==> config.mk <==
export PLATFORM = sky130hd
export DESIGN_NAME = ibuffer_core
export DESIGN_NICKNAME = d
export VERILOG_FILES = /design/src/rtl/ibuffer_core_pkg.sv /design/src/rtl/ibuffer_ptr_ctrl.sv /design/src/rtl/ibuffer_core.sv
export SDC_FILE = /design/constraint.sdc
export NUM_CORES = 2
export LEC_CHECK = 0
export BUFFER_PORTS_ARGS = -buffer_cell sky130_fd_sc_hd__buf_4
export CAP_MARGIN = 20
export CORE_AREA = 5 5 381 383
export CTS_BUF_LIST = sky130_fd_sc_hd__clkbuf_16
export DETAILED_ROUTE_END_ITERATION = 10
export DIE_AREA = 0 0 386 388
export RECOVER_POWER = 50
export SYNTH_ARGS = -nofsm -noshare
export SYNTH_HDL_FRONTEND = slang
export SYNTH_SLANG_ARGS = --single-unit
==> constraint.sdc <==
create_clock -name clock -period 9.7 [get_ports clock]
set_clock_uncertainty 0.2 [all_clocks]
set_input_delay 1.455 -clock clock [delete_from_list [all_inputs] [get_ports clock]]
set_output_delay 1.455 -clock clock [all_outputs]
set_load 0.005 [all_outputs]
==> src/rtl/ibuffer_core_pkg.sv <==
// Shared widths and helpers for the instruction buffer.
package ibuffer_core_pkg;
  localparam int PC_W        = 48;
  localparam int INST_W      = 32;
  localparam int TGT_W       = 32;
  localparam int FETCH_SLOTS = 2;

  // A taken slot0 kills the younger slot1 in the same fetch block.
  function automatic logic [1:0] eff_mask(input logic [1:0] mask, input logic [1:0] taken);
    eff_mask = mask;
    if (mask[0] && taken[0]) eff_mask[1] = 1'b0;
  endfunction
endpackage

==> src/rtl/ibuffer_ptr_ctrl.sv <==
// Pointer, occupancy and full/empty/ready control for the ibuffer FIFO.
module ibuffer_ptr_ctrl #(
  parameter int DEPTH = 8
) (
  input  logic                     clock,
  input  logic                     reset,
  input  logic                     flush_valid,
  input  logic [1:0]               push_cnt,
  input  logic                     pop,
  output logic [$clog2(DEPTH):0]   wptr,
  output logic [$clog2(DEPTH):0]   rptr,
  output logic                     full,
  output logic                     empty,
  output logic                     fetch_ready
);
  localparam int AW = $clog2(DEPTH);
  localparam int PW = AW + 1;

  logic [PW-1:0] wptr_q, wptr_d, rptr_q, rptr_d, count;

  always_comb begin
    wptr_d = wptr_q + PW'(push_cnt);
    rptr_d = rptr_q + PW'(pop && !empty);
    if (flush_valid) begin
      wptr_d = '0;
      rptr_d = '0;
    end
  end

  always_ff @(posedge clock) begin
    if (reset) begin
      wptr_q <= '0;
      rptr_q <= '0;
    end else begin
      wptr_q <= wptr_d;
      rptr_q <= rptr_d;
    end
  end

  assign count = wptr_q - rptr_q;
  assign empty = (wptr_q == rptr_q);
  assign full  = (wptr_q[AW-1:0] == rptr_q[AW-1:0]) && (wptr_q[AW] != rptr_q[AW]);
  // Ready uses registered occupancy only, so a same-cycle pop gives no credit.
  assign fetch_ready = !reset && !flush_valid && (count <= PW'(DEPTH - 2));
  assign wptr = wptr_q;
  assign rptr = rptr_q;
endmodule

==> src/rtl/ibuffer_core.sv <==
// Show-ahead 2-wide-in / 1-wide-out instruction buffer.
// Optional perf counters enabled by defining IBUFFER_PERF_CNT_EN.
module ibuffer_core
  import ibuffer_core_pkg::*;
#(
  parameter int DEPTH = 8
) (
  input  logic                          clock,
  input  logic                          reset,
  input  logic                          flush_valid,
  input  logic                          fetch_valid,
  output logic                          fetch_ready,
  input  logic [FETCH_SLOTS*INST_W-1:0] fetch_inst,
  input  logic [PC_W-1:0]               fetch_pc,
  input  logic [1:0]                    fetch_slot_mask,
  input  logic [1:0]                    fetch_predicttaken,
  input  logic [TGT_W-1:0]              fetch_predicttarget,
  output logic                          fifo_empty,
  output logic                          ibuffer_instr_valid,
  input  logic                          ibuffer_read_en,
  output logic [INST_W-1:0]             ibuffer_inst_out,
  output logic [PC_W-1:0]               ibuffer_pc_out,
  output logic                          ibuffer_predicttaken_out,
  output logic [TGT_W-1:0]              ibuffer_predicttarget_out
`ifdef IBUFFER_PERF_CNT_EN
  ,
  output logic [63:0]                   perf_full_cycles,
  output logic [63:0]                   perf_empty_cycles,
  output logic [63:0]                   perf_flush_cnt
`endif
);
  localparam int AW = $clog2(DEPTH);

  typedef struct packed {
    logic [INST_W-1:0] inst;
    logic [PC_W-1:0]   pc;
    logic              taken;
    logic [TGT_W-1:0]  target;
  } entry_t;

  entry_t        mem_q [DEPTH];
  entry_t        mem_d [DEPTH];
  entry_t        slot_ent [FETCH_SLOTS];
  entry_t        head;
  logic [AW:0]   wptr, rptr;
  logic          full, empty, accept, pop;
  logic [1:0]    mask_eff, push_cnt;
  logic [AW-1:0] widx0, widx1;

  ibuffer_ptr_ctrl #(.DEPTH(DEPTH)) u_ptr (
    .clock       (clock),
    .reset       (reset),
    .flush_valid (flush_valid),
    .push_cnt    (push_cnt),
    .pop         (pop),
    .wptr        (wptr),
    .rptr        (rptr),
    .full        (full),
    .empty       (empty),
    .fetch_ready (fetch_ready)
  );

  always_comb begin
    mask_eff = eff_mask(fetch_slot_mask, fetch_predicttaken);
    accept   = fetch_valid && fetch_ready;
    push_cnt = accept ? (2'(mask_eff[0]) + 2'(mask_eff[1])) : 2'd0;
    pop      = ibuffer_read_en && !empty && !flush_valid;
    for (int s = 0; s < FETCH_SLOTS; s++) begin
      slot_ent[s].inst   = fetch_inst[s*INST_W +: INST_W];
      slot_ent[s].pc     = fetch_pc + PC_W'(4 * s);
      slot_ent[s].taken  = fetch_predicttaken[s];
      slot_ent[s].target = fetch_predicttaken[s] ? fetch_predicttarget : '0;
    end
    widx0 = wptr[AW-1:0];
    widx1 = widx0 + 1'b1;
    mem_d = mem_q;
    // Valid slots pack into consecutive entries; widx1 wraps naturally.
    if (accept) begin
      if (mask_eff[0]) begin
        mem_d[widx0] = slot_ent[0];
        if (mask_eff[1]) mem_d[widx1] = slot_ent[1];
      end else if (mask_eff[1]) begin
        mem_d[widx0] = slot_ent[1];
      end
    end
  end

  always_ff @(posedge clock) begin
    mem_q <= mem_d;
  end

  assign head                      = mem_q[rptr[AW-1:0]];
  assign fifo_empty                = empty;
  assign ibuffer_instr_valid       = !empty;
  assign ibuffer_inst_out          = empty ? '0 : head.inst;
  assign ibuffer_pc_out            = empty ? '0 : head.pc;
  assign ibuffer_predicttaken_out  = empty ? 1'b0 : head.taken;
  assign ibuffer_predicttarget_out = empty ? '0 : head.target;

`ifdef IBUFFER_PERF_CNT_EN
  logic [63:0] perf_full_q, perf_full_d, perf_empty_q, perf_empty_d, perf_flush_q, perf_flush_d;

  always_comb begin
    perf_full_d  = perf_full_q + 64'(full);
    perf_empty_d = perf_empty_q + 64'(empty);
    perf_flush_d = perf_flush_q + 64'(flush_valid);
  end

  always_ff @(posedge clock) begin
    if (reset) begin
      perf_full_q  <= '0;
      perf_empty_q <= '0;
      perf_flush_q <= '0;
    end else begin
      perf_full_q  <= perf_full_d;
      perf_empty_q <= perf_empty_d;
      perf_flush_q <= perf_flush_d;
    end
  end

  assign perf_full_cycles  = perf_full_q;
  assign perf_empty_cycles = perf_empty_q;
  assign perf_flush_cnt    = perf_flush_q;
`endif
endmodule

==> metrics.md <==
| Metric | Value |
|---|---|
| Fraction of registers with async set/reset | `0%` |
| XOR/XNOR Fraction of Synth Area | `less than 1%` |
| Synthesized area | `between 50000 and 60000 µm²` |
| Bufs and invs on worst path | `3` |
| P per Cell Area | `143.9 nW/µm²` |
| Post-DP HPWL | `approximately 140 mm` |
| Root Driver | `clkbuf_16` |
| Psw | `2394 µW` |
| CTS resizes | `0` |
| Crit path kind | `in -> reg` |
| Slowest cell on crit path | `clkbuf_1` |
| Max-cap violation count | `31` |
| Adder and majority gate portion of the synthesized area | `0.3097%` |
| Starting Density | `40.66%` |
| Clk sinks | `about 910` |
| Clk buf depth | `3` |
| Slew of the pin with the lowest slew margin | `3.978 ns` |
| Area growth, synth to finish | `11.56%` |
| Slew HR | `-165.2%` |
| Setup violators final | `0` |
| Nets | `about 5.8k` |
| GR Util met1 | `a little over two fifths` |
| Most frequent cells in the layout | `nand2_1, edfxtp_1, a21oi_1, o21ai_0, nor2_1` |
| Detailed Routing Iterations Pass 1 | `7` |
| Worst Path Arrival | `around 8.6 ns` |
| Vias in the first global route | `a little over 50k` |
| Sequential share of power | `48.1%` |
| Global Route Usage Sum | `32.87%` |
| Crit path capture type | `flop` |
| Cell family with most CP delay | `buffers and inverters` |
| Internal | `6818 µW` |
| RSZ-0062 raised after global routing | `false` |
| Post-Synth Simple-Gate Area | `13.05%` |
| DRT iter0 DRCs | `between 9k and 10k` |
| Syn Inst Count | `5788` |
| Outcome | `finished with violations` |
| Largest net degree at the start of global routing | `approximately 140` |
| CTS tree | `yes` |
| Vias | `roughly 54k` |
| Number of CTS-inserted buffers | `108` |
| Switching share of power | `25.99%` |
| Avg Synthesized Cell Area | `a little under 10 µm²` |
| GRT met3 Usage | `10.05%` |
| Fin crit share | `84.71%` |
| Distinct cell type count after synthesis | `89` |
| Number of flops mapped to enable cells by yosys | `904` |
| IO Port Bufs | `~270` |
| Data required, critical path | `~10 ns` |
| Hold_ws | `roughly 0.34 ns` |
| Leak pwr | `between 0.02 and 0.025 µW` |
| Busiest grt layer | `met2` |
| Worst-path fanout max | `37` |
| Clk slew on worst S/H paths | `approximately 0.060 ns` |
| Final Hold Viols | `0` |
| # Post-CTS Setup Buffers | `0` |
| Post-Syn Nets | `roughly 6.0k` |
| Final Wtd Congestion | `~0.96` |
| Synth Flop Type | `edfxtp_1` |
| Leading cell type in the layout, fill and taps excluded | `nand2_1` |
| Fin Setup TNS | `0 ns` |
| Post-synthesis compound-gate area fraction | `20.00%` |
| Overflow after GRT | `0` |
| Crit-path cells | `clkbuf_1 > a21bo_1 > nor3_1 > clkbuf_1 > nor2_1 > clkbuf_1 > a21oi_1 > o22ai_1` |
| Fraction of layout cells with a size suffix above 1 | `~15%` |
| Top cells by area, synth | `edfxtp_1, mux4_2, nand2_1` |
| Worst path most repeated cell | `clkbuf_1` |
| Antenna-violating nets left | `0` |
| Failing checks | `capacitance limit, slew limit` |
| Initial antenna violation count | `24` |
| Total wire length | `256.5 mm` |
| Worst IR Drop VDD | `approximately 140 µV` |
| Yosys reg bits | `912` |
| Final Slew Violations | `between 800 and 900` |
| Clk pwr share | `a little over two fifths` |
| Worst setup SP type | `primary input` |
| Total power | `9212 µW` |
| Cts hold-fix bufs | `0` |
| Die Y | `388 µm` |
| Combinational family with the most area after synthesis | `compound AO/OA/AOI/OAI gates` |
| Post-synthesis mux area share | `around 14%` |
| H-tree Lvls | `3` |
| Number of I/O pins | `269` |
| Logic pwr share | `8.6%` |
| Final Core Density | `45.36%` |
| First-pass GRT wire length | `approximately 370 mm` |
| Clock insertion delay at the later pin of the skew report | `between 0.7 and 0.8 ns` |
| DR WL/cell | `about 33 µm` |
| Area leader, netlist | `edfxtp_1` |
| DRC | `0` |
| Met2 Resource Use GR | `approximately 49%` |
| Post-synth top area share | `between 40 and 50%` |
| Slowest cell delay on critical path | `approximately 2.3 ns` |
| Core ar. | `between 100000 and 150000 µm²` |
| Time the worst path needs with I/O delays and setup | `8.217 ns` |
| Hold Crit Class | `reg -> reg` |
| F_max | `between 100 and 150 MHz` |
| Vias per cell | `7.020` |
| Die ar. | `149800 µm²` |
| Row count | `around 140` |
| Horiz. Die Dim | `386 µm` |
| Yosys warning total | `0` |
| Register area share after synthesis | `a little under half` |
## Yosys cell counts, drive strengths merged, types with 5 or more instances
master,instances
a31oi,13
a22o,18
nor3,52
nand4,30
xnor2,6
o22ai,315
nand2b,10
o211ai,99
or3,20
o21ai,534
or4,10
a21boi,9
ha,11
nand2,977
a32oi,35
o221ai,32
nand3,141
mux2,9
a31o,10
mux2i,285
and3,20
dfxtp,8
a221o,11
edfxtp,904
o31ai,10
and2,16
nor2,402
and4,13
nor4,23
a21oi,587
xor2,9
buf,187
a2bb2oi,10
a221oi,5
inv,27
a211oi,16
a222oi,7
o311ai,38
a22oi,116
clkbuf,456
a21o,6
nor2b,6
o2111ai,21
mux4,226
## power by group through the flow
stage	Clock, µW	Combinational [µW]	Sequential [µW]
floorplan	0	449	4510
detailed placement	0	765	4510
CTS	3990	766	4430
global route	4160	824	4440
finish	3980	795	4430
global placement	0	752	4510
## flip-flops by register name, indices dropped and copies added, names as in the netlist
name and flops:
mem_q 904, u_ptr.wptr 4, u_ptr.rptr 4
## per-layer routing
layer,routed length [µm],share of wire (%)
met5,110,0.043
met4,15020,5.9
met3,38940,15
met2,110500,43
met1,91850,36
## path summary, 6_finish.rpt
path / slack [ns] / end / start / cells past startpoint
worst max-delay path: 1.48 / mem_q[799]$_DFFE_PP_ / fetch_slot_mask[0] / 8
worst min-delay path: 0.34 / mem_q[151]$_DFFE_PP_ / mem_q[151]$_DFFE_PP_ / 2
worst max register to register: 2.04 / mem_q[579]$_DFFE_PP_ / u_ptr.wptr[1]$_SDFF_PP0_ / 7
worst min register to register: 0.34 / mem_q[151]$_DFFE_PP_ / mem_q[151]$_DFFE_PP_ / 2
## cell families after synthesis
family / after synthesis
muxes: 520
AOI/OAI and AO/OA: 1916
DFF: 912
buffers and inverters: 672
and+or+nand+nor: 1740
adders and majority gates: 13
xor gates and xnor gates: 15
## worst register-to-register path, delay by kind of cell (launching register included)
kind | cells | cell delay (ns)
compound gates | 2 | 0.59
buf+inv | 3 | 4.05
flops | 1 | 0.89
simple gates | 2 | 1.62
## per-stage QoR
stage,setup WS (ns),std cells,cell area [µm²]
final,1.483,7660,63990
after CTS,3.619,7639,64200
after detailed placement,3.660,7437,60850
after global routing,1.746,7651,63970
after global placement,3.804,7435,60820
after floorplan,0.3416,5788,57360
## cell type report
| cell class | count | area [µm²] |
|---|---|---|
| repair buffers | 404 | 3054 |
| multi-input cells | 4204 | 27740 |
| clock inverters | 93 | 623.1 |
| well taps | 1890 | 2365 |
| flip-flops and latches | 912 | 27310 |
| clock buffers | 109 | 2728 |
| inverters | 29 | 122.6 |
| fillers | 13280 | 77070 |
| diodes | 19 | 47.55 |
(Power assumes the default switching activity.)
